`src/rtl/op_sram_reader.sv`:
```
// op_sram_reader: reads a contiguous range of OP SRAM words and streams them out over valid/ready.
// Define OP_READ_CHECKSUM_EN to add a running XOR checksum of the accepted words.
module op_sram_reader #(
  parameter int unsigned ADDR_BW   = 9,
  parameter int unsigned DATA_BW   = 128,
  parameter int unsigned BUF_DEPTH = 2
) (
  input  logic               clk,
  input  logic               reset,
  input  logic               start,
  input  logic [ADDR_BW-1:0] base_addr,
  input  logic [ADDR_BW:0]   num_words,
  output logic               busy,
  output logic               done,
  input  logic [DATA_BW-1:0] OP_q,
  output logic [ADDR_BW-1:0] OP_addr,
  output logic               OP_cen,
  output logic               OP_wen,
  output logic [DATA_BW-1:0] out_data,
  output logic               out_valid,
  input  logic               out_ready
`ifdef OP_READ_CHECKSUM_EN
  ,
  output logic [DATA_BW-1:0] checksum
`endif
);

  typedef enum logic [1:0] {StIdle, StRead, StDrain, StFin} state_e;

  localparam logic [ADDR_BW:0] CntOne = {{ADDR_BW{1'b0}}, 1'b1};

  state_e             state_q, state_d;
  logic [ADDR_BW-1:0] base_q;
  logic [ADDR_BW:0]   num_q;
  logic [ADDR_BW:0]   issued_q, issued_d;
  logic [ADDR_BW:0]   accepted_q, accepted_d;
  logic               inflight_q;
  logic [DATA_BW-1:0] buf_q [2];
  logic               wr_ptr_q, rd_ptr_q;
  logic [1:0]         count_q, count_d, count_after_pop;
  logic               issue, push, pop, room, launch;

  assign push      = inflight_q;
  assign out_valid = (count_q != 2'd0);
  assign out_data  = buf_q[rd_ptr_q];
  assign pop       = out_valid && out_ready;
  assign launch    = (state_q == StIdle) && start;

  // A read may only be issued if its word is guaranteed a free slot when it lands.
  assign count_after_pop = count_q - {1'b0, pop};
  assign room = (32'(count_after_pop) + 32'(inflight_q)) < BUF_DEPTH;

  assign OP_cen = ~issue;
  assign OP_wen = 1'b1;
  assign busy   = (state_q == StRead) || (state_q == StDrain);
  assign done   = (state_q == StFin);

  always_comb begin
    state_d    = state_q;
    issue      = 1'b0;
    OP_addr    = '0;
    issued_d   = issued_q;
    accepted_d = accepted_q;
    if (pop) begin
      accepted_d = accepted_q + CntOne;
    end
    unique case (state_q)
      StIdle: begin
        if (start) begin
          issued_d   = '0;
          accepted_d = '0;
          if (num_words == '0) begin
            state_d = StFin;
          end else begin
            // First read goes out in the start cycle to keep start->first word at 2 cycles.
            issue    = 1'b1;
            OP_addr  = base_addr;
            issued_d = CntOne;
            state_d  = (num_words == CntOne) ? StDrain : StRead;
          end
        end
      end
      StRead: begin
        if ((issued_q != num_q) && room) begin
          issue    = 1'b1;
          OP_addr  = base_q + issued_q[ADDR_BW-1:0];
          issued_d = issued_q + CntOne;
          if ((issued_q + CntOne) == num_q) begin
            state_d = StDrain;
          end
        end
      end
      StDrain: begin
        if ((accepted_q == num_q) && (count_q == 2'd0)) begin
          state_d = StFin;
        end
      end
      StFin: begin
        state_d = StIdle;
      end
      default: begin
        state_d = StIdle;
      end
    endcase
  end

  always_comb begin
    count_d = count_q;
    unique case ({push, pop})
      2'b10:   count_d = count_q + 2'd1;
      2'b01:   count_d = count_q - 2'd1;
      default: count_d = count_q;
    endcase
  end

  always_ff @(posedge clk or negedge reset) begin
    if (!reset) begin
      state_q    <= StIdle;
      base_q     <= '0;
      num_q      <= '0;
      issued_q   <= '0;
      accepted_q <= '0;
      inflight_q <= 1'b0;
    end else begin
      state_q    <= state_d;
      issued_q   <= issued_d;
      accepted_q <= accepted_d;
      inflight_q <= issue;
      if (launch) begin
        base_q <= base_addr;
        num_q  <= num_words;
      end
    end
  end

  always_ff @(posedge clk or negedge reset) begin
    if (!reset) begin
      for (int i = 0; i < 2; i++) begin
        buf_q[i] <= '0;
      end
      wr_ptr_q <= 1'b0;
      rd_ptr_q <= 1'b0;
      count_q  <= 2'd0;
    end else begin
      if (push) begin
        buf_q[wr_ptr_q] <= OP_q;
        wr_ptr_q        <= ~wr_ptr_q;
      end
      if (pop) begin
        rd_ptr_q <= ~rd_ptr_q;
      end
      count_q <= count_d;
    end
  end

`ifdef OP_READ_CHECKSUM_EN
  logic [DATA_BW-1:0] checksum_q;

  always_ff @(posedge clk or negedge reset) begin
    if (!reset) begin
      checksum_q <= '0;
    end else if (launch) begin
      checksum_q <= '0;
    end else if (pop) begin
      checksum_q <= checksum_q ^ out_data;
    end
  end

  assign checksum = checksum_q;
`endif

endmodule

```
`config.mk`:
```
export PLATFORM = sky130hd
export DESIGN_NAME = op_sram_reader
export DESIGN_NICKNAME = d
export VERILOG_FILES = /design/src/rtl/op_sram_reader.sv
export SDC_FILE = /design/constraint.sdc
export NUM_CORES = 1
export LEC_CHECK = 0
export BUFFER_PORTS_ARGS = -buffer_cell sky130_fd_sc_hd__buf_2
export CORE_MARGIN = 3
export CORE_UTILIZATION = 59
export CTS_CLUSTER_DIAMETER = 50
export DETAILED_ROUTE_END_ITERATION = 16
export PLACE_DENSITY = 0.85
export SYNTH_ARGS = -nofsm -noshare
export SYNTH_HDL_FRONTEND = slang
export SYNTH_SLANG_ARGS = --single-unit
```
`constraint.sdc`:
```
create_clock -name clk -period 4.9 [get_ports clk]
set_input_delay 0 -clock clk [delete_from_list [all_inputs] [get_ports clk]]
set_output_delay 0 -clock clk [all_outputs]
set_load 0.02 [all_outputs]
```
==> results.json, run 1 <==
{
  "synthesis.instances": 1042,
  "post_detailed_placement_half_perimeter_wirelength_mm": 20.84,
  "worstSetupEndpointType": "output pin",
  "post_synth_mux_area_share": 0.3127,
  "cts_root_buf": "sky130_fd_sc_hd__clkbuf_16",
  "grtUsageMet1": 0.3425,
  "worst_hold_slack_ps": 44.49,
  "r2r-start": "count_q[0]$_DFFE_PN0P_",
  "vias_post_dr": 9980,
  "timing.fmax_mhz": 313.9,
  "place_congestion": 0.8720,
  "dieWidth_um": 160.0,
  "clk_skew_ps": 16.80,
  "finalSetupViolCount": 0,
  "pin_count_of_the_biggest_net_entering_global_routing": 127,
  "core_footprint_sq_um": 22980,
  "maxCapViolations": 0,
  "synth.avg_cell_area_sq_um": 13.43,
  "area.sequential_sq_um": 7561,
  "drive_gt1_frac": 0.5040,
  "number_of_clock_sinks_seen_by_cts": 302,
  "multi_input_area_sq_um": 6176,
  "leakagePower_nw": 8.318,
  "crit_path_top_delay_cell": "sky130_fd_sc_hd__dfrtp_1",
  "grt_first_pass_wirelength_mm": 59.38,
  "synth_top_family_by_area": "multiplexers",
  "clock_path_buffers": 3,
  "wp_data_required_ps": 4900,
  "routed_wire_length_per_instance_um": 20.26,
  "yosys.area_share.adder": 0.01663,
  "synth_warn": 0,
  "tritoncts.num_buffers": 31,
  "detailedPlace.worstSlack_ps": 2240,
  "count_of_different_cell_masters_after_synthesis": 54,
  "place_inst": 1595,
  "layout_worst_path_cycle_share": 0.6501,
  "arrival_worst_endpoint_ps": 3190,
  "die_height_um": 160.0,
  "clk_pin_slew_worst_paths_ps": 60,
  "clk-insertion-delay-late_ps": 550,
  "post_synthesis_cell_area_sq_um": 13990,
  "final_count_of_hold_timing_violations": 0,
  "worst_path_max_stage_delay_ps": 470,
  "final_common_cell": "sky130_fd_sc_hd__mux2_2",
  "grt-busiest-layer": "met2",
  "cts_tree": "done",
  "finalCriticalPeriod_ps": 3186,
  "wl_mm": 36.55,
  "critical_path_buffer_and_inverter_count": 1,
  "track_usage": 0.2839,
  "power_per_cell_area_nw_per_um2": 730.9,
  "synth_top_flop_cell": "sky130_fd_sc_hd__dfrtp_1",
  "placement_rows": 55,
  "setup.worst_path.start_class": "register",
  "grt_antenna_before_repair": 4,
  "setup-tns-final_ps": 0,
  "met2_usage": 0.4975,
  "portBuffers": 291,
  "synth_seq_cells": 302,
  "setup.worst_path.start": "issued_q[0]$_DFFE_PN0P_",
  "syn2layout_area_growth_pct": 30.23,
  "critical-path-top-delay-family": "compound AO/OA/AOI/OAI gates",
  "grt_setup_unrepaired": "no",
  "area_share_of_and_or_nand_nor_cells_after_synthesis": 0.05204,
  "criticalPathCategory": "register to output pin",
  "post-route-cell-area_sq_um": 18220,
  "initial_utilization": 0.6088,
  "number_of_nets_in_the_finished_design": 1633,
  "die-area_sq_um": 25600,
  "post_synth_xor_area_fraction": 0.03380,
  "outcome": "finished clean",
  "fillers": 1288,
  "dpl_cell_area_sq_um": 15700,
  "final.setup.worst_slack_ps": 1714,
  "max_slew_headroom_at_the_worst_pin": 0.2339,
  "ctsHtreeMaxLevel": 1,
  "groute.layer.met3.usage": 0.06200,
  "grt.overflow.total": 0,
  "ff2ff_setup_slack_ps": 2230,
  "firstDrtPassIters": 5,
  "drc_errors": 0,
  "seq_area_frac_synth": 0.5401,
  "postRouteAntennaNets": 0,
  "drv_slew": 0,
  "hp-start": "start",
  "synthTopCellsByArea": "sky130_fd_sc_hd__dfrtp_1 (54%), sky130_fd_sc_hd__mux2_2 (31%), sky130_fd_sc_hd__nand2_1 (2.3%)",
  "worst-path-max-fanout": 7,
  "ios": 293,
  "number_of_global_route_vias_before_repair": 11160,
  "peakVddDrop_v": 0.0004358,
  "synth.largest_area_cell": "sky130_fd_sc_hd__dfrtp_1",
  "worst_pin_slew_ps": 1149,
  "layout.cells.non_filler": 1804,
  "hp-class": "input port to register",
  "ys_async_sr_fraction": 1.000,
  "worstPathCellList": "ha_1 -> fa_1 -> a21o_1 -> a21oi_1 -> o21ai_0 -> o41ai_1 -> xnor2_1 -> o22ai_1 -> buf_2",
  "synth_compound_area_frac": 0.02486,
  "synth-edff-count": 0,
  "drt_iter0_drc": 564,
  "yosys.area.top_type_share": 0.5401,
  "synthesis.nets": 1211,
  "route.detailed.vias_per_inst": 5.532,
  "most-common-layout-cells": "sky130_fd_sc_hd__mux2_2 (385), sky130_fd_sc_hd__dfrtp_1 (301), sky130_fd_sc_hd__buf_2 (290)"
}
synth_stat cells, types with 2 or more instances:
library cell and instances:
sky130_fd_sc_hd__a211oi_1 2, sky130_fd_sc_hd__a21o_1 2, sky130_fd_sc_hd__a21oi_1 7, sky130_fd_sc_hd__and2_1 4, sky130_fd_sc_hd__and3_1 6, sky130_fd_sc_hd__buf_1 4
sky130_fd_sc_hd__buf_2 6, sky130_fd_sc_hd__buf_4 4, sky130_fd_sc_hd__clkbuf_1 45, sky130_fd_sc_hd__dfrtp_1 302, sky130_fd_sc_hd__ha_1 17, sky130_fd_sc_hd__inv_1 6
sky130_fd_sc_hd__mux2_2 385, sky130_fd_sc_hd__mux2i_1 4, sky130_fd_sc_hd__nand2_1 84, sky130_fd_sc_hd__nand2b_1 2, sky130_fd_sc_hd__nand3_1 12, sky130_fd_sc_hd__nor2_1 26
sky130_fd_sc_hd__nor3_1 6, sky130_fd_sc_hd__nor4_1 5, sky130_fd_sc_hd__o21ai_0 14, sky130_fd_sc_hd__o21ai_1 10, sky130_fd_sc_hd__o22ai_1 2, sky130_fd_sc_hd__o31ai_1 3
sky130_fd_sc_hd__o41ai_1 2, sky130_fd_sc_hd__or4_1 2, sky130_fd_sc_hd__xnor2_1 22, sky130_fd_sc_hd__xor2_1 32
registers in the layout, summed over array words and instances (netlist names), 2 cells and up:
register / flops
state_q: 2
buf_q: 256
accepted_q: 10
count_q: 2
num_q: 10
base_q: 9
issued_q: 10
final cells by class:
type / instances / area share
diodes: 3 / 0.0004119
clock buffers: 48 / 0.05156
clock inverters: 9 / 0.004600
inverters: 7 / 0.001442
multi-input cells: 673 / 0.3389
flip-flops and latches: 302 / 0.4149
well taps: 313 / 0.02149
repair buffers: 449 / 0.1667
metal layers:
| layer | wire length [um] | vias to the layer above |
|---|---|---|
| li1 | - | 4514 |
| met1 | 14330 | 4996 |
| met2 | 18450 | 350 |
| met3 | 2137 | 118 |
| met4 | 1615 | 2 |
| met5 | 13 | - |
timing repair:
| item | CTS | global route |
|---|---|---|
| gates resized for setup | 0 | 0 |
| endpoints found under the hold margin | 396 | 0 |
| buffers inserted | 0 | 0 |
| hold buffers | 149 | 0 |
where the power goes:
part / switching (mW) / internal (mW)
clock: 0.975 / 1.37
sequential: 0.886 / 3.73
combinational: 3.33 / 3.03
tightest hold or removal path, delay by kind of cell:
kind / cells / cell delay [ps]
AND/OR/NAND/NOR: 2 / 240
AO/OA/AOI/OAI: 2 / 200
buffers and inverters: 1 / 100
logic make-up after synthesis:
group           after synthesis
compound gates               52
mux                         389
simple gates                159
fa+ha+maj                    18
xor+xnor                     54
other cells                   1
flops                       302
buf+inv                      67
stage by stage:
stage	power (mW)	util
floorplan	8.871	-
CTS	13.15	0.7925
global route	14.00	0.7929
detailed placement	10.66	0.6831
global placement	10.43	0.6831
finish	13.32	0.7929
path summary, 6_finish.rpt:
kind / endpoint / cells past startpoint
worst min-delay path: issued_q[8]$_DFFE_PN0P_ / 5
max in group asynchronous: buf_q[248]$_DFFE_PN0P_ / 3
min in group asynchronous: buf_q[184]$_DFFE_PN0P_ / 2
worst max register to register: state_q[1]$_DFFE_PN0P_ / 9
worst max-delay path: OP_addr[8] / 9
worst min register to register: base_q[5]$_DFFE_PN0P_ / 2
Power figures use the tool's default switching activity.
==> inputs of run 2 (changes only) <==
--- a/config.mk
+++ b/config.mk
@@ -5,12 +5,13 @@
 export SDC_FILE = /design/constraint.sdc
 export NUM_CORES = 1
 export LEC_CHECK = 0
+export ABC_AREA = 1
 export BUFFER_PORTS_ARGS = -buffer_cell sky130_fd_sc_hd__buf_2
 export CORE_MARGIN = 3
-export CORE_UTILIZATION = 59
+export CORE_UTILIZATION = 55
 export CTS_CLUSTER_DIAMETER = 50
 export DETAILED_ROUTE_END_ITERATION = 16
-export PLACE_DENSITY = 0.85
+export PLACE_DENSITY = 0.8
 export SYNTH_ARGS = -nofsm -noshare
 export SYNTH_HDL_FRONTEND = slang
 export SYNTH_SLANG_ARGS = --single-unit
==> constraint.sdc (replaced) <==
create_clock -name clk -period 3.05 [get_ports clk]
set_input_delay 0 -clock clk [delete_from_list [all_inputs] [get_ports clk]]
set_output_delay 0 -clock clk [all_outputs]
set_load 0.02 [all_outputs]
==> run 2 against run 1 <==
  * Clock power is 87% higher
  * Die area rose by 8.7%
  * Worst hold slack worse by 3.8 ps
  * Core utilization shrank 5.5 points
  * Via count grew 35%
  * Register-to-register slack worse by 1200 ps
  * Count of clock-buffer cells in the layout grew 7
  * Cell area rose by 2.6%
  * First-iteration DRC count is 120% higher
  * Clock skew is 5.5 ps higher
  * Critical path type unchanged
  * Largest cell class unchanged
==> results.json, run 2 <==
{
  "drc_errors": 0,
  "postRouteAntennaNets": 0,
  "synthTopCellsByArea": "sky130_fd_sc_hd__dfrtp_1 (53%), sky130_fd_sc_hd__nand2_1 (20%), sky130_fd_sc_hd__o21ai_0 (9.5%)",
  "crit_path_end": "OP_addr[6]",
  "finish.utilization": 0.7380,
  "finalSetupViolCount": 0,
  "detailedPlace.worstSlack_ps": 966.8,
  "count_of_different_cell_masters_after_synthesis": 43,
  "synth.avg_cell_area_sq_um": 7.819,
  "largest_register_ff_count": 256,
  "max_slew_headroom_at_the_worst_pin": 0.4376,
  "r2r-start": "count_q[1]$_DFFE_PN0P_",
  "peakVddDrop_v": 0.0008234,
  "power.net_switching_mw": 9.470,
  "core_footprint_sq_um": 25330,
  "die_height_um": 166.8,
  "drv_slew": 0,
  "dieWidth_um": 166.8,
  "routed_wire_length_per_instance_um": 15.67,
  "seqPwrFrac": 0.340,
  "finalCriticalPeriod_ps": 2645,
  "layout_worst_path_cycle_share": 0.8673,
  "power_per_cell_area_nw_per_um2": 1135,
  "drive_gt1_frac": 0.1857,
  "setup-tns-final_ps": 0,
  "critical_path_buffer_and_inverter_count": 4,
  "post-route-cell-area_sq_um": 18690,
  "synthesis.nets": 1988,
  "worst-path-max-fanout": 8,
  "combPwrFrac": 0.453,
  "arrival_worst_endpoint_ps": 2650,
  "ctsHtreeMaxLevel": 2,
  "cts_root_buf": "sky130_fd_sc_hd__clkbuf_16",
  "number_of_clock_sinks_seen_by_cts": 302,
  "crit_path_top_delay_cell": "sky130_fd_sc_hd__dfrtp_1",
  "vias_post_dr": 13430,
  "ios": 293,
  "die-area_sq_um": 27820,
  "cell_internal_power_dissipation_mw": 11.75,
  "synth_most_common_cell": "sky130_fd_sc_hd__nand2_1",
  "worst_path_max_stage_delay_ps": 400,
  "grt_first_pass_wirelength_mm": 65.94,
  "setup.worst_path.start_class": "register",
  "wp_data_required_ps": 3050,
  "criticalPathCategory": "register to output pin",
  "place_congestion": 0.8927,
  "clk_pin_slew_worst_paths_ps": 50,
  "post_detailed_placement_half_perimeter_wirelength_mm": 24.86,
  "syn2layout_area_growth_pct": 31.42,
  "largest-register": "buf_q",
  "placement_rows": 58,
  "clk_skew_ps": 22.28,
  "timing.fmax_mhz": 378.0,
  "route.detailed.vias_per_inst": 5.197,
  "synth_common_cells": "sky130_fd_sc_hd__nand2_1 (771), sky130_fd_sc_hd__dfrtp_1 (302), sky130_fd_sc_hd__o21ai_0 (271), sky130_fd_sc_hd__inv_1 (186), sky130_fd_sc_hd__clkbuf_1 (70)",
  "firstDrtPassIters": 5,
  "ff2ff_setup_slack_ps": 1000,
  "worstReg2RegEnd": "state_q[1]$_DFFE_PN0P_",
  "synth.largest_area_cell": "sky130_fd_sc_hd__dfrtp_1",
  "dpl_cell_area_sq_um": 15960,
  "yosys.area.top_type_share": 0.5314,
  "setup.worst_path.start": "count_q[1]$_DFFE_PN0P_",
  "worstRegToRegCells": 14,
  "clk-insertion-delay-late_ps": 520,
  "grt_antenna_before_repair": 1,
  "initial_utilization": 0.5616,
  "timing.hold.worst_path_depth": 5,
  "final_common_cell": "sky130_fd_sc_hd__nand2_1",
  "swShare": 0.4463,
  "pin_count_of_the_biggest_net_entering_global_routing": 112,
  "worstSetupEndpointType": "output pin",
  "clock_path_buffers": 3,
  "worst_pin_slew_ps": 843.6,
  "number_of_nets_in_the_finished_design": 2391,
  "number_of_global_route_vias_before_repair": 13190,
  "hp-class": "input port to register",
  "drt_iter0_drc": 1250,
  "outcome": "finished clean",
  "crit_cells": 12,
  "maxCapViolations": 0,
  "most-common-layout-cells": "sky130_fd_sc_hd__nand2_1 (770), sky130_fd_sc_hd__dfrtp_1 (301), sky130_fd_sc_hd__buf_2 (290)",
  "synthesis.instances": 1819,
  "grt_setup_unrepaired": "no",
  "seq_area_frac_synth": 0.5314,
  "synth-edff-count": 0,
  "post_synthesis_cell_area_sq_um": 14220,
  "final.setup.worst_slack_ps": 404.8,
  "portBuffers": 291,
  "tritoncts.num_buffers": 37,
  "track_usage": 0.2875,
  "synth_warn": 0,
  "share_of_power_burned_in_the_clock_network": 0.206,
  "wl_mm": 40.47,
  "grt.overflow.total": 0,
  "cts_tree": "done",
  "worstPathCellList": "inv_1 -> nand2_4 -> nand2_4 -> inv_1 -> ha_1 -> o22ai_1 -> a21oi_1 -> nand3_2 -> inv_2 -> nand2_1 -> o22ai_1 -> buf_2",
  "synth_top_flop_cell": "sky130_fd_sc_hd__dfrtp_1",
  "final_count_of_hold_timing_violations": 0,
  "leakagePower_nw": 10.25,
  "synth_seq_cells": 302,
  "ys_async_sr_fraction": 1.000,
  "critical-path-top-delay-family": "buffers and inverters"
}
-- run 2: cell types whose count changed after synthesis, sizes merged, moves of 8 or more --
cell	before	now
xnor2	22	6
nand3	13	21
buf	14	24
nor2	27	39
nand2	85	780
o21ai	25	294
xor2	32	12
nand4	2	11
inv	7	196
mux2	385	1
clkbuf	46	71
-- run 2: worst register-to-register path: cells and delay by family, from the launching register on --
family                   cells  cell delay, ps
AND/OR/NAND/NOR              9             800
AO/OA/AOI/OAI                2             260
flip-flops                   1             400
adder cells (fa/ha/maj)      1             280
buffers and inverters        2             220
-- run 2: cells by family (layout without fill, tap and decap cells) --
logic type	count (synthesis)	count (layout)	share of synthesized area
AND/OR/NAND/NOR	861	861	0.2425
AO/OA/AOI/OAI	325	325	0.1179
flip-flops	302	302	0.5314
buffers and inverters	293	725	0.07979
adder cells (fa/ha/maj)	18	18	0.01636
XOR/XNOR	18	18	0.01108
other	1	3	0.0002637
multiplexers	1	1	0.0007917
-- run 2: power groups by stage --
stage | Combinational (mW) | Clock (mW) | Sequential, mW
floorplan | 6.59 | 0 | 6.75
global placement | 9.11 | 0 | 7.12
detailed placement | 9.29 | 0 | 7.22
CTS | 9.50 | 4.45 | 7.17
global route | 10.7 | 4.63 | 7.45
finish | 9.62 | 4.37 | 7.22
-- run 2: worst min-delay path by stage --
stage / start / to / slack [ps]
finish: start / issued_q[9]$_DFFE_PN0P_ / 40
global placement: reset / buf_q[169]$_DFFE_PN0P_ / 120
detailed placement: reset / buf_q[41]$_DFFE_PN0P_ / 130
global route: start / num_q[1]$_DFFE_PN0P_ / 100
floorplan: reset / accepted_q[0]$_DFF_PN0_ / -300
CTS: start / issued_q[9]$_DFFE_PN0P_ / 20
-- run 2: cell type report --
cell class,count,area (sq um)
Inverter,198,748.2
Timing Repair Buffer,459,3188
Tap cell,330,412.9
Clock buffer,55,1096
Multi-Input combinational cell,1224,5540
Fill cell,1760,6635
Clock inverter,13,140.1
Sequential cell,302,7561
Antenna cell,2,5.005
-- run 2: routing by layer --
layer,global-route usage,up-vias,wire length (um)
met3,0.05697,122,2987
met2,0.4743,579,19300
met1,0.3737,6259,16400
met4,0.1234,0,1790
li1,-,6465,-
met5,0,-,0
-- run 2: repair_timing --
item,in CTS,in global routing
setup buffers,0,0
endpoints found under the hold margin,385,0
resized for setup,0,0
hold buffers,149,0
-- run 2: per-stage QoR --
stage               power (mW)  instances  hold WS, ps
floorplan                13.34       1819       -295.6
global placement         16.23       2364        121.2
detailed placement       16.51       2364        127.4
CTS                      21.12       2581        22.86
global route             22.75       2582        100.6
finish                   21.22       2583        40.65
